==> config.mk <==
export PLATFORM = sky130hd
export DESIGN_NAME = serial_frame_tx
export DESIGN_NICKNAME = d
export VERILOG_FILES = /design/src/rtl/serial_frame_tx.sv
export SDC_FILE = /design/constraint.sdc
export NUM_CORES = 1
export LEC_CHECK = 0
export BUFFER_PORTS_ARGS = -buffer_cell sky130_fd_sc_hd__buf_2
export CAP_MARGIN = 20
export CELL_PAD_IN_SITES_DETAIL_PLACEMENT = 2
export CELL_PAD_IN_SITES_GLOBAL_PLACEMENT = 2
export CORE_ASPECT_RATIO = 0.9
export CORE_MARGIN = 5
export CORE_UTILIZATION = 37
export DETAILED_ROUTE_END_ITERATION = 7
export PLACE_DENSITY = 0.89
export SLEW_MARGIN = 20
export SYNTH_ARGS = -nofsm -noshare
export SYNTH_HDL_FRONTEND = slang
export SYNTH_SLANG_ARGS = --single-unit
==> constraint.sdc <==
create_clock -name clk -period 5.3 [get_ports clk]
set_clock_uncertainty 0.2 [all_clocks]
set_input_delay 0.53 -clock clk [delete_from_list [all_inputs] [get_ports clk]]
set_output_delay 0.53 -clock clk [all_outputs]
set_load 0.01 [all_outputs]
==> src/rtl/serial_frame_tx.sv <==
`default_nettype none
// ============================================================================
//  Module      : serial_frame_tx
//  Description : Parallel-to-serial frame transmitter. Takes one word over a
//                valid/ready handshake and shifts it out on a single idle-high
//                line as start bit, data LSB-first, optional parity bit, and
//                stop bit. Every bit is held for CLKS_PER_BIT clocks.
//  Revision    : 1.0 - initial release
// ============================================================================
module serial_frame_tx #(
    parameter int DATA_W       = 8,
    parameter int CLKS_PER_BIT = 4,
    parameter int PARITY_EN    = 1,
    parameter int PARITY_ODD   = 0
) (
    input  logic              clk,
    input  logic              reset,
    input  logic [DATA_W-1:0] in_data,
    input  logic              in_valid,
    output logic              in_ready,
    output logic              tx,
    output logic              busy,
    output logic              done
);

    localparam int c_cnt_w = (CLKS_PER_BIT > 1) ? $clog2(CLKS_PER_BIT) : 1;
    localparam int c_bit_w = (DATA_W > 1) ? $clog2(DATA_W) : 1;

    localparam logic [c_cnt_w-1:0] c_cnt_last = c_cnt_w'(CLKS_PER_BIT - 1);
    localparam logic [c_bit_w-1:0] c_bit_last = c_bit_w'(DATA_W - 1);

    localparam logic [2:0] c_st_idle   = 3'd0;
    localparam logic [2:0] c_st_start  = 3'd1;
    localparam logic [2:0] c_st_data   = 3'd2;
    localparam logic [2:0] c_st_parity = 3'd3;
    localparam logic [2:0] c_st_stop   = 3'd4;

    logic [2:0]         state_q, state_d;
    logic [c_cnt_w-1:0] cnt_q,   cnt_d;
    logic [c_bit_w-1:0] bit_q,   bit_d;
    logic [DATA_W-1:0]  shift_q, shift_d;
    logic               par_q,   par_d;
    logic               tx_q,    tx_d;
    logic               done_q,  done_d;

    logic               w_bit_end;
    logic               w_accept;

    // Last clock of the current bit; with one clock per bit every cycle ends a bit.
    assign w_bit_end = (cnt_q == c_cnt_last);
    assign w_accept  = in_valid && (state_q == c_st_idle);

    assign in_ready  = (state_q == c_st_idle);
    assign busy      = (state_q != c_st_idle);
    assign tx        = tx_q;
    assign done      = done_q;

    // State and datapath registers; reset drops the frame and forces the line idle.
    always_ff @(posedge clk or posedge reset) begin
        if (reset) begin
            state_q <= c_st_idle;
            cnt_q   <= '0;
            bit_q   <= '0;
            shift_q <= '0;
            par_q   <= 1'b0;
            tx_q    <= 1'b1;
            done_q  <= 1'b0;
        end else begin
            state_q <= state_d;
            cnt_q   <= cnt_d;
            bit_q   <= bit_d;
            shift_q <= shift_d;
            par_q   <= par_d;
            tx_q    <= tx_d;
            done_q  <= done_d;
        end
    end

    // Frame sequencing: advance one field at each bit boundary.
    always_comb begin
        state_d = state_q;
        case (state_q)
            c_st_idle: begin
                if (in_valid) state_d = c_st_start;
            end
            c_st_start: begin
                if (w_bit_end) state_d = c_st_data;
            end
            c_st_data: begin
                if (w_bit_end && (bit_q == c_bit_last))
                    state_d = (PARITY_EN != 0) ? c_st_parity : c_st_stop;
            end
            c_st_parity: begin
                if (w_bit_end) state_d = c_st_stop;
            end
            c_st_stop: begin
                if (w_bit_end) state_d = c_st_idle;
            end
            default: state_d = c_st_idle;
        endcase
    end

    // Counters, shifter and line value; tx is computed for the state being entered
    // so the registered line changes only when a new bit begins.
    always_comb begin
        cnt_d   = '0;
        bit_d   = bit_q;
        shift_d = shift_q;
        par_d   = par_q;
        tx_d    = 1'b1;
        done_d  = (state_q == c_st_stop) && w_bit_end;

        if ((state_q != c_st_idle) && !w_bit_end)
            cnt_d = cnt_q + c_cnt_w'(1);

        if (w_accept) begin
            shift_d = in_data;
            par_d   = (^in_data) ^ (PARITY_ODD != 0);
            bit_d   = '0;
        end

        if ((state_q == c_st_data) && w_bit_end) begin
            shift_d = shift_q >> 1;
            bit_d   = (bit_q == c_bit_last) ? '0 : bit_q + c_bit_w'(1);
        end

        case (state_d)
            c_st_start:  tx_d = 1'b0;
            c_st_data:   tx_d = shift_d[0];
            c_st_parity: tx_d = par_d;
            default:     tx_d = 1'b1;
        endcase
    end

endmodule
`default_nettype wire

==> metrics.txt, run 1 <==
clk slew on worst S/H paths 110 ps; Root Buffer clkbuf_4; 1st-pass router iterations 4; DRC 0; first-pass GRT wire length 4020 microns; number of synthesized flops with an enable pin 0; XOR/XNOR Fraction of Synth Area 0.0739; Setup WS post-layout 3010 ps; Syn Inst Count 92; CP Class reg -> reg; worst slack, placed 2910 ps; Syn-to-layout area delta 12.1%; CP max-delay cell or4b_1; Post-synth top cells dfrtp_1 (18), nand2_1 (14), mux2i_1 (7), xnor2_1 (7), o21ai_0 (6); Fillers 261; die area 3680 sq um; latest clock arrival within the worst-skew pair 300 ps; CP startpoint state_q[2]$_DFF_PP0_; Routed WL per cell 17.2 microns; Max-cap violations 0; Worst EP arrival 2300 ps; RSZ-0062 raised after global routing no; Finished Layout Cells 134; pwr dens 492 nW/um^2; distinct cell type count after synthesis 27; final-report setup violation count 0; CTS Buffer Depth 2; adder-cell share of the synthesized area 0.0396; antenna violations before repair 0; post-synthesis share of cell area spent on and, or, nand and nor gates 0.179; H-tree depth 1; Core Region 2450 sq um; pin count of the biggest net entering global routing 20; port bufs 14; ranking of synthesized cells by area dfrtp_1 (47%), mux2i_1 (7.4%), xnor2_1 (6.5%), nand2_1 (5.5%), ha_1 (4.0%); cell area after synthesis 948 sq um; final hold slack 134 ps; ANT cells 0; Net Count, Synth 106; register area 477 sq um; DR vias 718; peak supply drop 0.255 mV; Inst Count DP 130; GPL Wtd Cong 0.792; setup_tns 0 ps; vias in the first global route 841; vias per cell 5.36; share of the synthesized area in the top cell type 0.475; Setup crit end kind flip-flop; Critical Path Fanout Max 11; setup repair bufs after CTS 0; Async SR Flop Fraction 1.00; Ys Warns 0; outcome finished, final reports clean; die height 58.0 microns; CTS sink count 19; multi-input gate area in the final layout 437 sq um; worst-path cell chain or4b_1, mux2i_1, nor4b_2, o31ai_1; Initial Util 0.388; fraction of synthesized area in multiplexers 0.0739; post-synthesis area per instance 10.3 sq um; CP max stage delay 800 ps; Pleak 0.526 nW; post-DP HPWL 1780 microns; Power, Total 523 uW; Worst Path Required 5310 ps; Final #Nets 121; fin. max-slew vios 0; Rel. slew slack 0.501; Hold Crit Class in -> async; most frequent cell after synthesis dfrtp_1; Finished Core Util 0.435; Synth Area in Compound Gates 0.0937; R2R Path Start state_q[2]$_DFF_PP0_; worst slew pin tran 748 ps; Synth area leader dfrtp_1; grt total ovfl 0; row cnt 17; DRT iter0 DRCs 6; post-route ant nets 0; final hold vios 0; #FFs+latches synth 19; Num CTS Buffers 3; placed inst area 1040 sq um; Seq/Total Area, Yosys 0.503; CTS tree yes; cts hold-fix bufs 0; fin area 1060 sq um; io pins 15; ys flop type dfrtp_1; chip width 63.4 microns; final WL 2310 microns; share of layout cells above drive strength 1 0.198; final period utilization 0.432; total track usage 0.140; Startpoint Class flip-flop; combinational family with the most area after synthesis simple AND/OR/NAND/NOR gates; minimum clock period 2290 ps; CTS resizes 0; maximum achievable frequency 0.436 GHz
[placed cells by master, fill, tap and decap left out]
| cell type | instances |
|---|---|
| inv_1 | 3 |
| nor3_2 | 1 |
| nor2_1 | 3 |
| clkbuf_1 | 1 |
| or3_1 | 1 |
| o31ai_1 | 2 |
| nor3b_1 | 1 |
| ha_1 | 3 |
| buf_4 | 1 |
| dfstp_2 | 1 |
| clkbuf_4 | 3 |
| nor4b_2 | 1 |
| a21oi_1 | 3 |
| or4b_1 | 2 |
| xor2_1 | 1 |
| xnor2_1 | 7 |
| nand3_1 | 5 |
| mux2i_1 | 7 |
| and3_1 | 1 |
| o32ai_1 | 1 |
| a31oi_1 | 2 |
| nor3_1 | 2 |
| a21o_1 | 1 |
| nand2b_1 | 1 |
| o21ai_0 | 6 |
| buf_2 | 14 |
| nand2_1 | 14 |
| dfrtp_1 | 18 |
[flip-flops by register name, indices dropped and copies added, names as in the netlist]
register / flops
state_q: 3
shift_q: 8
par_q: 1
tx: 1
bit_q: 3
cnt_q: 2
done: 1
[report_power, final]
part / total [mW] / internal (mW) / switching, mW
Clock: 0.0764 / 0.0293 / 0.0470
Combinational: 0.194 / 0.0860 / 0.108
Sequential: 0.252 / 0.208 / 0.0444
[routing by layer]
metal	share of wire	routed length (microns)	GRT usage
met5	0	0	0
met4	0.016	38	0.0623
met3	0.024	55	0.0252
met2	0.53	1220	0.267
met1	0.43	994	0.150
[area by class of cell]
cell class                 count  area share
inverter                       3      0.0106
timing repair buffer          15      0.0729
sequential                    19       0.448
tap                           28      0.0329
multi-input combinational     65       0.411
clock buffer                   4      0.0247
[worst paths after layout]
check | to | slack [ps] | cells past startpoint
worst min-delay path | cnt_q[0]$_DFF_PP0_ | 130 | 2
max in group asynchronous | bit_q[1]$_DFFE_PP0P_ | 4290 | 2
worst max register to register | tx$_DFF_PP1_ | 3010 | 4
worst min register to register | cnt_q[0]$_DFF_PP0_ | 250 | 1
worst max-delay path | tx$_DFF_PP1_ | 3010 | 4
min in group clk | cnt_q[0]$_DFF_PP0_ | 250 | 1
[worst max-delay path, delay by kind of cell (launching register included)]
kind             cells  cell delay (ps)
AND/OR/NAND/NOR      2             1000
multiplexers         1              220
flip-flops           1              520
AO/OA/AOI/OAI        1              260
[cell families (layout without fill, tap and decap cells)]
group,Yosys count,count (layout)
xor+xnor,8,8
mux,7,7
simple gates,32,32
buf+inv,8,22
fa+ha+maj,3,3
flops,19,19
compound gates,15,15
Power figures use the tool's default switching activity.
==> run 2: changes to the inputs <==
ABC_AREA = 1   (was not set)
CORE_UTILIZATION = 32   (was 37)
PLACE_DENSITY = 0.84   (was 0.89)
clock period = 2.29 ns   (was 5.3 ns; I/O delays follow)
==> metrics.txt, run 2 <==
outcome finished, final reports clean; GPL Wtd Cong 0.755 (-4.7%); 1st-pass router iterations 4 (unchanged); Setup crit end kind flip-flop; Rel. slew slack 0.506 (+0.00523); post-route ant nets 0 (unchanged); clk slew on worst S/H paths 70 ps (-40 ps); Syn-to-layout area delta 14.4%; antenna violations before repair 0 (unchanged); Seq/Total Area, Yosys 0.418 (-0.0844); CTS resizes 0 (unchanged); commonest cells after routing, fill and taps aside nand2_1 (55), inv_1 (21), dfrtp_1 (18); ranking of synthesized cells by area dfrtp_1 (40%), nand2_1 (18%), inv_1 (6.9%), nand3_1 (4.4%), ha_1 (3.3%); port bufs 14 (unchanged); cell area after synthesis 1140 sq um (+20%); CTS Buffer Depth 2 (unchanged); final-report setup violation count 0 (unchanged); DRT iter0 DRCs 28 (+22); Power, Total 1.42 mW (+170%); share of layout cells above drive strength 1 0.244 (+0.0458); chip width 72.9 microns (+15%); Post-synth top cells nand2_1 (55), inv_1 (21), dfrtp_1 (18); latest clock arrival within the worst-skew pair 250 ps (-50 ps); final hold vios 0 (unchanged); peak supply drop 0.534 mV (+110%); fraction of synthesized area in multiplexers 0 (-0.0739); ANT cells 0 (unchanged); Worst EP arrival 1810 ps (-490 ps); number of synthesized flops with an enable pin 0 (unchanged); cts hold-fix bufs 1 (+1); final WL 3010 microns (+30%); DR vias 1004 (+40%); CP max stage delay 400 ps (-400 ps); setup repair bufs after CTS 0 (unchanged); max FFs per register 8 (unchanged); Synth Area in Compound Gates 0.0911 (-0.00256); final period utilization 0.792 (+0.359); Core Region 3400 sq um (+39%); worst-path cell chain ha_1, inv_2, nor2_2, nand2_2, inv_2, nand2_1, nand3_2, nand2_1, nand2_1; Net Count, Synth 161 (+52%); most frequent cell after synthesis nand2_1; CTS sink count 19 (unchanged); DRC 0 (unchanged); worst slew pin tran 740 ps (-7.83 ps); CP Class reg -> reg; Ys Warns 0 (unchanged); vias per cell 4.83 (-9.9%); share of the synthesized area in the top cell type 0.395 (-0.0798); Async SR Flop Fraction 1.00 (unchanged); H-tree depth 1 (unchanged); Hold Crit Class in -> reg; Final #Nets 179 (+48%); pin count of the biggest net entering global routing 20 (unchanged); Fillers 410 (+57%); Startpoint Class flip-flop; post-DP HPWL 2410 microns (+36%); Largest Register shift_q; Root Buffer clkbuf_8; pwr dens 1090 nW/um^2 (+120%); distinct cell type count after synthesis 27 (unchanged); Finished Layout Cells 208 (+55%); Initial Util 0.335 (-0.0528); ys flop type dfrtp_1; Pleak 0.728 nW (+38%); Crit path top cell by count nand2_1; row cnt 20 (+3); Critical Path Fanout Max 15 (+4); commonest non-fill, non-tap cell in the layout nand2_1; maximum achievable frequency 0.552 GHz (+26%); Worst Path Required 2280 ps (-3030 ps); setup_tns 0 ps (unchanged); #FFs+latches synth 19 (unchanged); fin. max-slew vios 0 (unchanged); vias in the first global route 1130 (+34%); minimum clock period 1810 ps (-479 ps); CTS tree yes; biggest regs shift_q (8), bit_q (3), state_q (3); grt total ovfl 0 (unchanged); CP max-delay cell dfrtp_1; Num CTS Buffers 3 (unchanged); total track usage 0.140 (-0.000273); post-synthesis area per instance 7.75 sq um (-25%); Routed WL per cell 14.5 microns (-16%); RSZ-0062 raised after global routing no; adder-cell share of the synthesized area 0.0329 (-0.00665); XOR/XNOR Fraction of Synth Area 0 (-0.0739); post-synthesis share of cell area spent on and, or, nand and nor gates 0.362 (+0.183); Max-cap violations 0 (unchanged); Synth area leader dfrtp_1; die area 4860 sq um (+32%); Inst Count DP 203 (+56%); Syn Inst Count 147 (+60%); io pins 15 (unchanged); die height 66.6 microns (+15%); combinational family with the most area after synthesis simple AND/OR/NAND/NOR gates; first-pass GRT wire length 5200 microns (+30%)
## run 2: final cells by class
cell class | count | area [sq um] | share of cell area
inverter | 24 | 92.6 | 0.0710
tap | 44 | 55.1 | 0.0422
clock buffer | 4 | 45.0 | 0.0345
timing repair buffer | 15 | 80.1 | 0.0614
sequential | 19 | 477 | 0.366
multi-input combinational | 102 | 554 | 0.425
## run 2: path summary, 6_finish.rpt
kind                                          from                     end  slack, ps  cells past startpoint
min in group asynchronous                    reset    bit_q[0]$_DFFE_PP0P_        440                      3
worst min register to register  cnt_q[0]$_DFF_PP0_      cnt_q[0]$_DFF_PP0_        270                      1
worst max register to register  cnt_q[0]$_DFF_PP0_            tx$_DFF_PP1_        480                      9
max in group asynchronous                    reset         par_q$_DFF_PP0_        980                      3
worst max-delay path            cnt_q[0]$_DFF_PP0_            tx$_DFF_PP1_        480                      9
worst min-delay path                    in_data[2]  shift_q[2]$_DFFE_PP0P_         80                      3
## run 2: per-stage QoR
step,cell area (sq um),util,hold WS [ps],setup WS (ps)
final,1300,0.383,77.6,477
after global routing,1300,0.383,94.9,340
after CTS,1300,0.383,83.9,448
after detailed placement,1250,0.367,202,498
after global placement,1250,0.367,178,622
after floorplan,1140,-,-20.6,798
## run 2: report_power, final
group / internal [mW] / switching (mW)
Combinational: 0.232 / 0.390
Clock: 0.124 / 0.109
Sequential: 0.477 / 0.0928
## run 2: critical path: cells and delay by family, from the launching register on
kind	cells	cell delay, ps
AND/OR/NAND/NOR	6	610
flip-flops	1	400
adder cells (fa/ha/maj)	1	270
buffers and inverters	2	260
## run 2: logic make-up after synthesis
group / after synthesis
and+or+nand+nor: 88
buffers and inverters: 26
DFF: 19
AOI/OAI and AO/OA: 11
adders and majority gates: 3
## run 2: per-layer routing
metal  up-vias  GRT usage  part of all wire
met5         -          0                 0
met4         0     0.0276            0.0047
met3         2     0.0226             0.030
met2        12      0.269              0.55
met1       502      0.161              0.42
li1        488          -                 -
